File: src/rtl/adder_pkg.sv
// Shared types and constants for the adder lab datapath.
package adder_pkg;

   localparam int unsigned ADDER_WIDTH = 16;
   localparam int unsigned CNT_W       = 4;

   typedef enum logic [1:0] {
      IDLE,
      SETTLE,
      DONE,
      HOLD
   } ctrl_state_t;

   // Two's-complement overflow: like-signed operands producing an opposite-signed sum.
   function automatic logic add_ovf(input logic a_msb, input logic b_msb, input logic s_msb);
      return (a_msb == b_msb) && (s_msb != a_msb);
   endfunction

endpackage

File: src/rtl/add_accumulate_ctrl_reg_unit.sv
// WIDTH-bit register with async reset, synchronous clear and load (clear wins).
module reg_unit #(
   parameter int unsigned WIDTH = 16
) (
   input  logic             clk_i,
   input  logic             rst_i,
   input  logic             clr_i,
   input  logic             ld_i,
   input  logic [WIDTH-1:0] d_i,
   output logic [WIDTH-1:0] q_o
);

   logic [WIDTH-1:0] q_q;

   always_ff @(posedge clk_i or posedge rst_i) begin
      if (rst_i) begin
         q_q <= '0;
      end else if (clr_i) begin
         q_q <= '0;
      end else if (ld_i) begin
         q_q <= d_i;
      end
   end

   assign q_o = q_q;

endmodule

File: src/rtl/add_accumulate_ctrl.sv
// Accumulator / operand-B register stage with a settle-then-capture controller
// sitting between the lab switches and the combinational adder.
module add_accumulate_ctrl
   import adder_pkg::*;
#(
   parameter int unsigned WIDTH         = ADDER_WIDTH,
   parameter int unsigned SETTLE_CYCLES = 1
) (
   input  logic             Clk,
   input  logic             Reset,
   input  logic [WIDTH-1:0] Din,
   input  logic             Load_B,
   input  logic             Clear_A,
   input  logic             Run,
   input  logic [WIDTH-1:0] Sum,
   input  logic             CO,
   output logic [WIDTH-1:0] Op_A,
   output logic [WIDTH-1:0] Op_B,
   output logic             Carry,
   output logic             Ovf,
   output logic             Busy,
   output logic             Done
);

   localparam logic [CNT_W-1:0] CNT_INIT = CNT_W'(SETTLE_CYCLES - 1);

   ctrl_state_t      state_q;
   logic [CNT_W-1:0] cnt_q;
   logic             carry_q;
   logic             ovf_q;
   logic             busy_q;
   logic             done_q;

   logic             idle_c;
   logic             capture_c;
   logic             acc_clr_c;
   logic             b_ld_c;

   // Register enables: loads only in IDLE, accumulator also written at capture.
   always_comb begin
      idle_c    = (state_q == IDLE);
      capture_c = (state_q == SETTLE) && (cnt_q == '0);
      acc_clr_c = idle_c && Clear_A;
      b_ld_c    = idle_c && !Clear_A && Load_B;
   end

   reg_unit #(.WIDTH(WIDTH)) u_acc (
      .clk_i (Clk),
      .rst_i (Reset),
      .clr_i (acc_clr_c),
      .ld_i  (capture_c),
      .d_i   (Sum),
      .q_o   (Op_A)
   );

   reg_unit #(.WIDTH(WIDTH)) u_b (
      .clk_i (Clk),
      .rst_i (Reset),
      .clr_i (1'b0),
      .ld_i  (b_ld_c),
      .d_i   (Din),
      .q_o   (Op_B)
   );

   // Controller: one add per Run assertion, HOLD absorbs a Run that stays high.
   always_ff @(posedge Clk or posedge Reset) begin
      if (Reset) begin
         state_q <= IDLE;
         cnt_q   <= '0;
         carry_q <= 1'b0;
         ovf_q   <= 1'b0;
         busy_q  <= 1'b0;
         done_q  <= 1'b0;
      end else begin
         done_q <= 1'b0;
         case (state_q)
            IDLE: begin
               if (Clear_A) begin
                  carry_q <= 1'b0;
                  ovf_q   <= 1'b0;
               end else if (!Load_B && Run) begin
                  cnt_q   <= CNT_INIT;
                  busy_q  <= 1'b1;
                  state_q <= SETTLE;
               end
            end
            SETTLE: begin
               if (cnt_q != '0) begin
                  cnt_q <= cnt_q - CNT_W'(1);
               end else begin
                  carry_q <= CO;
                  ovf_q   <= add_ovf(Op_A[WIDTH-1], Op_B[WIDTH-1], Sum[WIDTH-1]);
                  busy_q  <= 1'b0;
                  done_q  <= 1'b1;
                  state_q <= DONE;
               end
            end
            DONE: begin
               state_q <= Run ? HOLD : IDLE;
            end
            HOLD: begin
               if (!Run) begin
                  state_q <= IDLE;
               end
            end
            default: begin
               state_q <= IDLE;
            end
         endcase
      end
   end

   assign Carry = carry_q;
   assign Ovf   = ovf_q;
   assign Busy  = busy_q;
   assign Done  = done_q;

endmodule

File: config.mk
export PLATFORM = sky130hd
export DESIGN_NAME = add_accumulate_ctrl
export DESIGN_NICKNAME = d
export VERILOG_FILES = /design/src/rtl/adder_pkg.sv /design/src/rtl/add_accumulate_ctrl_reg_unit.sv /design/src/rtl/add_accumulate_ctrl.sv
export SDC_FILE = /design/constraint.sdc
export NUM_CORES = 1
export LEC_CHECK = 0
export BUFFER_PORTS_ARGS = -buffer_cell sky130_fd_sc_hd__buf_2
export CAP_MARGIN = 20
export CORE_MARGIN = 2
export CORE_UTILIZATION = 35
export DETAILED_ROUTE_END_ITERATION = 8
export GPL_ROUTABILITY_DRIVEN = 0
export PLACE_DENSITY = 0.59
export RECOVER_POWER = 100
export SYNTH_ARGS = -nofsm -noshare
export SYNTH_HDL_FRONTEND = slang
export SYNTH_SLANG_ARGS = --single-unit
File: constraint.sdc
create_clock -name Clk -period 1.7 [get_ports Clk]
set_input_delay 0.17 -clock Clk [delete_from_list [all_inputs] [get_ports Clk]]
set_output_delay 0.17 -clock Clk [all_outputs]
set_load 0.01 [all_outputs]
; Word level (Yosys, flattened, before mapping)
; Index checks and enable logic that the tools add are counted.
[classes]
shift = 0
n_mul = 0
div_mod_pow = 0
order_cmp = 0
muxes = 23
reduce_logical = 17
n_eq_ne = 11
n_bitwise = 0
add_sub_neg = 1
[ops]
columns = op, n
row1 = 16-bit 2-to-1 mux, 2
row2 = 4-bit 2-to-1 mux, 3
row3 = 4-bit AND reduction, 3
row4 = 2-bit 2-to-1 mux, 5
row5 = 1-bit 2-to-1 mux, 8
row6 = "2-bit inequality test, second input constant", 4
row7 = 2-bit case mux with 4 select lines, 1
row8 = 4-bit case mux with 2 select lines, 1
row9 = 1-bit logical AND, 6
row10 = 1-bit case mux with 2 select lines, 3
row11 = "2-bit == test, second input constant", 2
row12 = 4-bit logical NOT, 1
row13 = "2-bit by 1-bit inequality test with 1-bit output, second input constant", 2
row14 = 2-bit nonzero test, 2
row15 = 4-bit nonzero test, 1
row16 = "4-bit by 1-bit subtractor with 4-bit output, second input constant", 1
row17 = 3-bit AND reduction, 1
row18 = "2-bit by 1-bit == test with 1-bit output, second input constant", 1
row19 = 1-bit logical NOT, 2
row20 = 2-bit logical NOT, 1
row21 = 1-bit == test, 1
row22 = 1-bit inequality test, 1
[word_totals]
latch_bits = 0
reg_bits = 42
mem_bits_rw = 0
rom_bits = 0
mem_count = 0

; Depth between registers and ports, before layout
; Gate-level depths: netlist of the first run.
[depth]
depth_word = 5
depth_mapped = 7

; By module
; Synthesis of the first run repeated with hierarchy kept, for this count alone.
[unflattened]
hier_cells = 164
area_unflattened_um2 = 1858.0
[by_module_without_submodules]
columns = mod, area_each_um2, cells_per_inst, instances, seq_area_each_um2
row1 = reg_unit, 664.4, 53, 2, 400.4
row2 = add_accumulate_ctrl, 529.3, 58, 1, 250.2

; Least setup slack after synthesis of the first run
; No wires, ideal clock.
[synth_timing]
path_type = reg-to-reg
startpoint = register cnt_q[0]
endpoint = register cnt_q[1]
slack_ps = 12
synth_period_minus_slack_ps = 1688
t_required_ps = 1575
t_arrival_ps = 1564
setup_time_ps = 125
path_stages_with_launch = 6
path_cell_list = dfrtp_1 > inv_1 > ha_1 > or3b_4 > a22oi_2 > mux2_2
[synth_between]
elab_chain_len = 3
[synth_lines]
columns = item, line_no
row1 = "start, declared", add_accumulate_ctrl.sv:28  ; logic [CNT_W-1:0] cnt_q;
row2 = "start signal, assigned", add_accumulate_ctrl.sv:89  ; cnt_q <= cnt_q - CNT_W'(1);
row3 = 4-bit by 1-bit subtractor with 4-bit output or 4-bit nonzero test (tied branches), "add_accumulate_ctrl.sv:89, add_accumulate_ctrl.sv:88"
row4 = 4-bit 2-to-1 mux or 2-bit by 1-bit inequality test with 1-bit output (tied branches), n/a
row5 = 4-bit case mux with 2 select lines or 4-bit AND reduction (tied branches), n/a
; Parallel ways exist; a longest one is shown, timed or not. The select of a mux whose other input is x is not followed.
; A chain may end at the register's enable or synchronous reset.

; Final worst setup path of the first run
[layout_timing]
startpoint = register cnt_q[1]
endpoint = register cnt_q[1]
; The elaborated chain is that of the path after synthesis.

==> results of run 1 <==
-- stage by stage --
stage / setup WS [ns] / utilization [%] / hold WS [ns] / cells
finish: 0.0461 / 47.1 / 0.0910 / 312
global route: 0.00935 / 47.1 / 0.0945 / 312
CTS: 0.0270 / 48.1 / 0.0159 / 312
detailed placement: 0.0396 / 46.0 / 0.334 / 304
global placement: 0.0855 / 46.0 / 0.336 / 304
floorplan: 0.0117 / - / 0.288 / 157
-- state kept, by name, summed over array words and instances, names as in the netlist --
name,count
u_acc.q_o,16
Ovf,1
state_q,2
Busy,1
Carry,1
cnt_q,4
Done,1
u_b.q_o,16
-- power breakdown --
part | internal [mW] | total, mW | switching [mW] | leakage [nW]
registers | 1.45 | 1.73 | 0.281 | 0.535
clock network | 0.440 | 0.768 | 0.329 | 0.0524
logic | 0.868 | 1.98 | 1.11 | 0.575
-- cell families (layout without fill, tap and decap cells) --
group	count (synthesis)	count (layout)	share of synthesized area (%)
AOI/OAI and AO/OA	26	26	10.7
DFF	42	42	56.7
buffers and inverters	14	99	4.79
adders and majority gates	1	1	0.675
xor gates and xnor gates	1	1	0.472
and+or+nand+nor	55	55	15.9
muxes	18	18	10.9
-- per-layer routing --
layer	vias up	share of wire (%)
li1	729	-
met1	712	45
met2	44	48
met3	6	5.1
met4	0	1.6
met5	-	0
-- what timing repair did --
item	4_1_cts	5_1_grt
hold buffers	0	0
endpoints found under the setup margin	0	3
resized for setup	0	3
-- worst max-delay path by stage --
stage	end	cells past startpoint
after global placement	cnt_q[1]$_DFFE_PP0P_	5
after CTS	cnt_q[1]$_DFFE_PP0P_	5
after detailed placement	cnt_q[1]$_DFFE_PP0P_	5
after floorplan	cnt_q[1]$_DFFE_PP0P_	5
final	cnt_q[1]$_DFFE_PP0P_	5
after global routing	cnt_q[1]$_DFFE_PP0P_	5
-- cell usage after synthesis --
cell       count
dfrtp_1       42
nand2_1       23
mux2_2        17
nand3_1       17
o211ai_1      17
buf_2          6
inv_1          4
nor3_1         3
a21o_1         2
buf_6          2
nor2_1         2
o21ai_0        2
a21oi_1        1
a22oi_2        1
and2_1         1
and2b_2        1
and3b_1        1
buf_4          1
clkbuf_8       1
ha_1           1
mux2i_1        1
nor2b_1        1
nor3b_2        1
nor4_1         1
nor4b_4        1
o211ai_2       1
o22ai_1        1
o2bb2ai_1      1
or2b_1         1
or3b_1         1
or3b_4         1
xnor2_1        1
-- worst reg2reg max path, delay by kind of cell (launching register included) --
kind / cells / cell delay, ns
AOI/OAI and AO/OA: 1 / 0.19
adders and majority gates: 1 / 0.14
buffers and inverters: 1 / 0.07
DFF: 1 / 0.40
muxes: 1 / 0.35
and+or+nand+nor: 1 / 0.39
-- layout by cell type, fill, tap and decap left out, drive strengths merged, types with 2 or more instances in the layout --
master  instances
buf            48
clkbuf         46
dfrtp          42
nand2          23
o211ai         18
nand3          17
mux2           17
nor3            3
inv             3
o21ai           2
a21o            2
nor2            2
or3b            2
-- layout make-up --
cell class,instances,area [µm²],area share [%]
tap,70,87.6,3.64
timing repair buffer,87,432,18.0
multi-input combinational,101,712,29.6
clock buffer,7,76.3,3.18
clock inverter,1,30.0,1.25
inverter,4,15.0,0.625
sequential,42,1050,43.7
==> flow_summary.yaml, run 1 <==
run_status:
  outcome: "complete, no violations"
grt:
  grt_usage_pct: 15.0
  grt.overflow.total: 0
  grt_util_met2_pct: 25.4
  grt_pass1_vias: 1494
  grt_use_met1_pct: 18.2
  antenna_found_initial: 0
  grt.busiest_layer: "met2"
  grtUsageMet3_pct: 3.41
  grt_max_degree: 43
  grt_pass1_wl_mm: 7.05
detailed_routing:
  vias_per_cell: 4.78
  dr.pass1.iters: 4
  wl_mm: 4.27
  drt-initial-drc-count: 104
  wl_per_cell_um: 13.7
  drcViolationCount: 0
  vias: 1491
  ant_nets: 0
timing:
  fin_setup_tns_ns: 0
  finalCritPeriodShare_pct: 97.3
  finalClockSkew_ns: 0.00232
  min_period_ns: 1.65
  slew_headroom_pct: 30.5
  rsz0062_at_grt: "no"
  final_max_slew_viol_count: 0
  hold_viol: 0
  fmax_mhz: 605
  setup_viol: 0
  tightest_slew_ns: 1.04
clock_network:
  cts_tree: "built"
  post-cts-setup-buffers: 0
  clk_latency_ns: 0.29
  cts_made_buffers: 5
  clockRootBuffer: "clkbuf_8"
  cts_buffer_depth: 2
  clock-sinks: 42
  cts.clk_slew.worst_paths_ns: 0.08
  h-tree-depth: 2
setup_path:
  crit_type: "register to register"
  crit_required_ns: 1.88
  cp-startpoint: "cnt_q[1]$_DFFE_PP0P_"
  cp-start-kind: "register"
  crit_fanout: 3
  cpPeakStageDelay_ns: 0.40
  worstSetupEndpointType: "register"
  cp_slowest_cell: "dfrtp_1"
  r2r_slack_ns: 0.05
  cp_num_buf_inv: 1
  cp.arrival_ns: 1.83
  path_cells: "inv_1 > ha_1 > or3b_4 > a22oi_2 > mux2_2"
  r2r-end: "cnt_q[1]$_DFFE_PP0P_"
  crit_family: "flip-flops"
  r2r_cells: 5
  r2r-start: "cnt_q[1]$_DFFE_PP0P_"
pwr:
  static-leakage-power_nw: 1.16
  cellPowerDensity_nw_per_um2: 1870
  vdd_drop_max_mv: 0.585
  total_power_mw: 4.48
worst_hold_path:
  min_path_type: "primary input to register"
  hp-start: "Sum[12]"
  hold_path_end: "u_acc.q_o[12]$_DFFE_PP0P_"
  whs_path_depth: 3
synthesis:
  syn_inst: 157
  ys_types: 32
  ys_ff_latch: 42
  synth_seq_area_share_pct: 56.7
  synthTopCellsByArea: "dfrtp_1 (57%), mux2_2 (10%), o211ai_1 (6.9%), nand2_1 (4.7%), nand3_1 (4.6%)"
  synth_area_um2: 1850
  synth_top_area_cell: "dfrtp_1"
  netlist.area_leader.share_pct: 56.7
  avgSynthCellArea_um2: 11.8
  syn-num-nets: 196
  synth_warnings: 0
die:
  dieArea_um2: 5900
  design.core.area_um2: 5110
  boundaryPins: 74
  fp.dieH_um: 76.8
  row_count: 26
  initial_core_util_pct: 36.3
  fp.dieW_um: 76.8
cells_and_area:
  nFillCells: 515
  stdcell_area_um2: 2400
  diodes: 0
  synthToLayoutAreaGrowth_pct: 29.6
  num-nets-final: 280
  layout-drive-gt1-share_pct: 32.6
placed_design:
  port_buffers: 73
  place_area_um2: 2350
  dp_hpwl_mm: 2.96
flow_run:
  max_cap_viol_count: 0
Power figures use the tool's default switching activity.
==> run 2, diff against run 1 <==
--- a/config.mk
+++ b/config.mk
@@ -8,10 +8,11 @@
 export BUFFER_PORTS_ARGS = -buffer_cell sky130_fd_sc_hd__buf_2
 export CAP_MARGIN = 20
 export CORE_MARGIN = 2
-export CORE_UTILIZATION = 35
+export CORE_UTILIZATION = 30
+export CTS_CLUSTER_DIAMETER = 200
 export DETAILED_ROUTE_END_ITERATION = 8
 export GPL_ROUTABILITY_DRIVEN = 0
-export PLACE_DENSITY = 0.59
+export PLACE_DENSITY = 0.52
 export RECOVER_POWER = 100
 export SYNTH_ARGS = -nofsm -noshare
 export SYNTH_HDL_FRONTEND = slang
==> flow_summary.yaml, run 2 (same netlist as run 1, synthesis figures left out) <==
grt:
  grt_pass1_vias: 1459
  grt_usage_pct: 13.4
  grt_pass1_wl_mm: 6.89
  grt.overflow.total: 0
  grt_max_degree: 27
  antenna_found_initial: 0
setup_path:
  cp_slowest_cell: "dfrtp_1"
  crit_fanout: 2
  cp.arrival_ns: 1.78
  crit_type: "register to register"
  cpPeakStageDelay_ns: 0.39
  cp-startpoint: "cnt_q[1]$_DFFE_PP0P_"
  path_cells: "inv_1 > ha_1 > or3b_4 > a22oi_2 > mux2_4"
  cp-start-kind: "register"
  crit_required_ns: 1.88
  r2r-start: "cnt_q[1]$_DFFE_PP0P_"
  worstSetupEndpointType: "register"
timing:
  hold_viol: 0
  hold-worst-slack_ns: 0.0903
  tightest_slew_ns: 0.664
  slew_headroom_pct: 55.7
  min_period_ns: 1.60
  fin_setup_tns_ns: 0
  fmax_mhz: 625
  setup_ws_ns: 0.100
  setup_viol: 0
  rsz0062_at_grt: "no"
  finalClockSkew_ns: 0.00435
  final_max_slew_viol_count: 0
  finalCritPeriodShare_pct: 94.1
pwr:
  total_power_mw: 4.51
  vdd_drop_max_mv: 0.832
  cellPowerDensity_nw_per_um2: 1850
  static-leakage-power_nw: 1.19
clock_network:
  cts_buffer_depth: 2
  cts_made_buffers: 5
  cts.clk_slew.worst_paths_ns: 0.08
  h-tree-depth: 2
  cts_tree: "built"
  clk_latency_ns: 0.29
  clockRootBuffer: "clkbuf_8"
  clock-sinks: 42
die:
  boundaryPins: 74
  row_count: 28
  dieArea_um2: 6830
  initial_core_util_pct: 31.1
  fp.dieH_um: 82.6
  design.core.area_um2: 5960
  fp.dieW_um: 82.6
detailed_routing:
  ant_nets: 0
  drt-initial-drc-count: 42
  dr.pass1.iters: 4
  wl_per_cell_um: 13.7
  wl_mm: 4.36
  vias_per_cell: 4.75
  drcViolationCount: 0
  vias: 1516
placed_design:
  place_area_um2: 2380
  pre_cts_slack_ns: 0.0332
  dp_hpwl_mm: 3.15
  port_buffers: 73
  dp_cells: 309
run_status:
  outcome: "complete, no violations"
cells_and_area:
  num-nets-final: 282
  multi_input_area_um2: 704
  stdcell_area_um2: 2440
  diodes: 0
  fin_cells: 319
  synthToLayoutAreaGrowth_pct: 31.5
  layout-drive-gt1-share_pct: 33.6
  register_area_um2: 1050
  utilization_pct: 40.9
  nFillCells: 613
  final_common_cell: "dfrtp_1"
  final_cell_mix: "dfrtp_1 (42), buf_2 (37), clkbuf_1 (36)"
worst_hold_path:
  min_path_type: "primary input to register"
  hp-start: "Sum[8]"
flow_run:
  max_cap_viol_count: 0
## run 2: cell count changes in the layout (fill, tap and decap cells not counted), sizes merged
cell,change
buf,+2
clkinv,+2
dlygate4sd3,+1
clkbuf,-3
## run 2: final timing paths
kind                                            end  slack (ns)  cells after the start
setup / recovery               cnt_q[1]$_DFFE_PP0P_        0.10                      5
hold / removal             u_acc.q_o[8]$_DFFE_PP0P_        0.09                      3
setup reg to reg               cnt_q[1]$_DFFE_PP0P_        0.10                      5
hold reg to reg                    Busy$_DFFE_PP0P_        0.50                      1
max in group asynchronous  u_acc.q_o[4]$_DFFE_PP0P_        0.29                      4
min in group asynchronous   u_b.q_o[15]$_DFFE_PP0P_        0.41                      3
## run 2: timing repair
action,4_1_cts,5_1_grt
hold buffers,1,0
gates resized for setup,0,1
buffers inserted,0,1
endpoints found under the setup margin,0,1
endpoints found under the hold margin,16,0
## run 2: where the power goes
group	total (mW)	switching (mW)	internal (mW)
logic	2.02	1.12	0.898
registers	1.72	0.266	1.45
clock network	0.770	0.338	0.432
total	4.51	1.72	2.78
## run 2: metal layers
layer / part of all wire [%] / up-vias / track usage, %
met4: 1.7 / 0 / 5.90
li1: - / 733 / -
met3: 5.8 / 7 / 2.61
met2: 45 / 46 / 21.6
met1: 47 / 730 / 17.4
met5: 0 / - / 0
## run 2: critical path, delay by kind of cell, from the launching register on
kind	cells	cell delay (ns)
AOI/OAI and AO/OA	1	0.20
adders and majority gates	1	0.14
buffers and inverters	1	0.06
DFF	1	0.39
muxes	1	0.32
and+or+nand+nor	1	0.38
## run 2: cell type report
type,instances,area share [%]
clock buffer,5,2.82
tap,75,3.85
multi-input combinational,101,28.9
clock inverter,3,1.64
sequential,42,43.1
timing repair buffer,89,19.1
inverter,4,0.616
==> run 3, diff against run 2 <==
--- a/config.mk
+++ b/config.mk
@@ -5,6 +5,7 @@
 export SDC_FILE = /design/constraint.sdc
 export NUM_CORES = 1
 export LEC_CHECK = 0
+export ABC_AREA = 1
 export BUFFER_PORTS_ARGS = -buffer_cell sky130_fd_sc_hd__buf_2
 export CAP_MARGIN = 20
 export CORE_MARGIN = 2
@@ -14,6 +15,7 @@
 export GPL_ROUTABILITY_DRIVEN = 0
 export PLACE_DENSITY = 0.52
 export RECOVER_POWER = 100
+export SKIP_LAST_GASP = 1
 export SYNTH_ARGS = -nofsm -noshare
 export SYNTH_HDL_FRONTEND = slang
 export SYNTH_SLANG_ARGS = --single-unit
==> flow_summary.yaml, run 3 <==
run_status:
  outcome: "complete, no violations"
setup_path:
  r2r_slack_ns: 0.20
  endpoint: "u_acc.q_o[11]$_DFFE_PP0P_"
  cp-start-kind: "register"
  cp-startpoint: "cnt_q[0]$_DFFE_PP0P_"
  worstSetupEndpointType: "register"
  crit_fanout: 20
  r2r-start: "cnt_q[0]$_DFFE_PP0P_"
  crit_required_ns: 1.88
  cp.arrival_ns: 1.68
  r2r_cells: 5
  r2r-end: "u_acc.q_o[11]$_DFFE_PP0P_"
  crit_type: "register to register"
synthesis:
  synthFlopType: "dfrtp_1"
  postSynth.asyncResetShare_pct: 100
  ys_types: 24
  avgSynthCellArea_um2: 9.13
  netlist.area_leader.share_pct: 56.4
  synth_warnings: 0
  synth-edff-count: 0
  syn-num-nets: 243
  synth_most_common_cell: "nand2_1"
  syn_inst: 204
  ys_ff_latch: 42
  synth_top_area_cell: "dfrtp_1"
  synth_area_um2: 1860
  synthTopCellsByArea: "dfrtp_1 (56%), nand2_1 (12%), nand3_1 (6.4%), inv_1 (5.2%), o21ai_1 (4.6%)"
  synth_common_cells: "nand2_1 (58), dfrtp_1 (42), inv_1 (26)"
  synth_seq_area_share_pct: 56.4
clock_network:
  clock-sinks: 42
  cts_buffer_depth: 2
  h-tree-depth: 2
  cts_tree: "built"
  clk_latency_ns: 0.29
  cts.clk_slew.worst_paths_ns: 0.09
  clockRootBuffer: "clkbuf_8"
  cts_made_buffers: 5
  cts.repair.resized: 0
pwr:
  cellPowerDensity_nw_per_um2: 1720
  p_sw_share_pct: 40.3
  clkPwrFrac_pct: 19.4
  p_sw_mw: 1.62
  total_power_mw: 4.03
  vdd_drop_max_mv: 0.699
  pwr-share-seq_pct: 42.0
  p_int_mw: 2.40
  power_frac_comb_pct: 38.6
  static-leakage-power_nw: 1.29
cells_and_area:
  layout-drive-gt1-share_pct: 23.0
  final_common_cell: "nand2_1"
  final_cell_mix: "nand2_1 (58), dfrtp_1 (42), clkbuf_1 (37), buf_2 (37), inv_1 (26)"
  diodes: 0
  synthToLayoutAreaGrowth_pct: 25.5
  num-nets-final: 320
grt:
  antenna_found_initial: 0
  grt_pass1_wl_mm: 6.82
  grt_usage_pct: 12.0
  grt_max_degree: 33
  grt_pass1_vias: 1496
  grt.overflow.total: 0
die:
  design.core.area_um2: 5960
  dieArea_um2: 6860
  fp.dieW_um: 82.8
  fp.dieH_um: 82.8
  boundaryPins: 74
  initial_core_util_pct: 31.3
  row_count: 28
detailed_routing:
  drt-met1-wl_mm: 1.91
  wl_mm: 3.88
  drcViolationCount: 0
  vias_per_cell: 4.31
  topRoutingLayerUsed: "met4"
  dr.pass1.iters: 4
  ant_nets: 0
  drt-initial-drc-count: 44
  wl_per_cell_um: 10.9
  dr_wl_met3_um: 289
  vias: 1537
  met2_wirelength_mm: 1.64
timing:
  hold_viol: 0
  fmax_mhz: 667
  min_period_ns: 1.50
  final_max_slew_viol_count: 0
  slew_headroom_pct: 67.6
  setup_viol: 0
  finalClockSkew_ns: 0.00987
  finalCritPeriodShare_pct: 88.2
  rsz0062_at_grt: "no"
  fin_setup_tns_ns: 0
  tightest_slew_ns: 0.487
flow_run:
  max_cap_viol_count: 0
placed_design:
  port_buffers: 73
  dp_hpwl_mm: 2.89
worst_hold_path:
  min_path_type: "primary input to register"
run 3: changes by cell type in the layout (fill, tap and decap cells not counted), moves of 2 or more:
cell	change
nand2_1	+35
inv_1	+23
o211ai_1	-18
mux2_2	-16
o21ai_0	+14
buf_4	-11
nand2_2	+11
nand3_1	+7
nor3_1	-3
a21oi_1	+2
buf_12	-2
clkinv_2	-2
nand3_2	+2
o21ai_1	+2
run 3: logic make-up (layout without fill, tap and decap cells):
group | count (synthesis) | count (layout) | share of synthesized area (%)
compound gates | 23 | 23 | 6.45
buf+inv | 34 | 112 | 9.20
fa+ha+maj | 1 | 1 | 0.671
flops | 42 | 42 | 56.4
simple gates | 104 | 104 | 27.3
run 3: how the worst min path moves through the flow:
stage                     slack, ns  cells after the start    from                       end
after floorplan                0.28                      2      CO         Carry$_DFFE_PP0P_
after global placement         0.12                      2   Reset    u_b.q_o[2]$_DFFE_PP0P_
after detailed placement       0.11                      2   Reset    u_b.q_o[2]$_DFFE_PP0P_
after CTS                      0.06                      3  Sum[2]  u_acc.q_o[2]$_DFFE_PP0P_
after global routing           0.08                      3  Sum[2]  u_acc.q_o[2]$_DFFE_PP0P_
final                          0.07                      3  Sum[2]  u_acc.q_o[2]$_DFFE_PP0P_
run 3: layout make-up:
| cell class | instances | area, µm² |
|---|---|---|
| well taps | 75 | 93.8 |
| flip-flops and latches | 42 | 1050 |
| clock inverters | 2 | 37.5 |
| multi-input cells | 128 | 633 |
| inverters | 27 | 101 |
| repair buffers | 77 | 348 |
| fillers | 655 | 3620 |
| clock buffers | 6 | 72.6 |
run 3: power groups by stage:
stage	logic, mW	clock network (mW)	registers, mW
finish	1.56	0.781	1.69
global route	1.80	0.842	1.75
CTS	1.73	0.801	1.70
detailed placement	1.72	0	1.71
global placement	1.70	0	1.71
floorplan	1.05	0	1.86
run 3: critical path, cell delays in order (launching register included):
cell and delay [ns]:
dfrtp_1 0.38, inv_1 0.11, ha_1 0.28, nand3_2 0.37, nand3_1 0.19, nand2_1 0.06
run 3: stage by stage:
step                      area (µm²)  hold WS [ns]  instances  setup WS, ns  utilization, %
after detailed placement        2270         0.112        348         0.178            38.2
after CTS                       2390        0.0641        357         0.166            40.2
after floorplan                 1860         0.281        204         0.461               -
after global placement          2270         0.117        348         0.208            38.2
after global routing            2340        0.0756        357        0.0352            39.2
final                           2340        0.0674        357         0.200            39.2
run 3: timing repair:
item                                    CTS  global route
hold endpoints to repair                 10             0
setup buffers                             0             0
hold buffers                              1             0
endpoints found under the setup margin    0             0
run 3: layer usage:
layer / up-vias / track usage [%]
met5: - / 0
met4: 0 / 3.58
met3: 6 / 4.47
met2: 47 / 17.9
met1: 692 / 16.3
li1: 792 / -
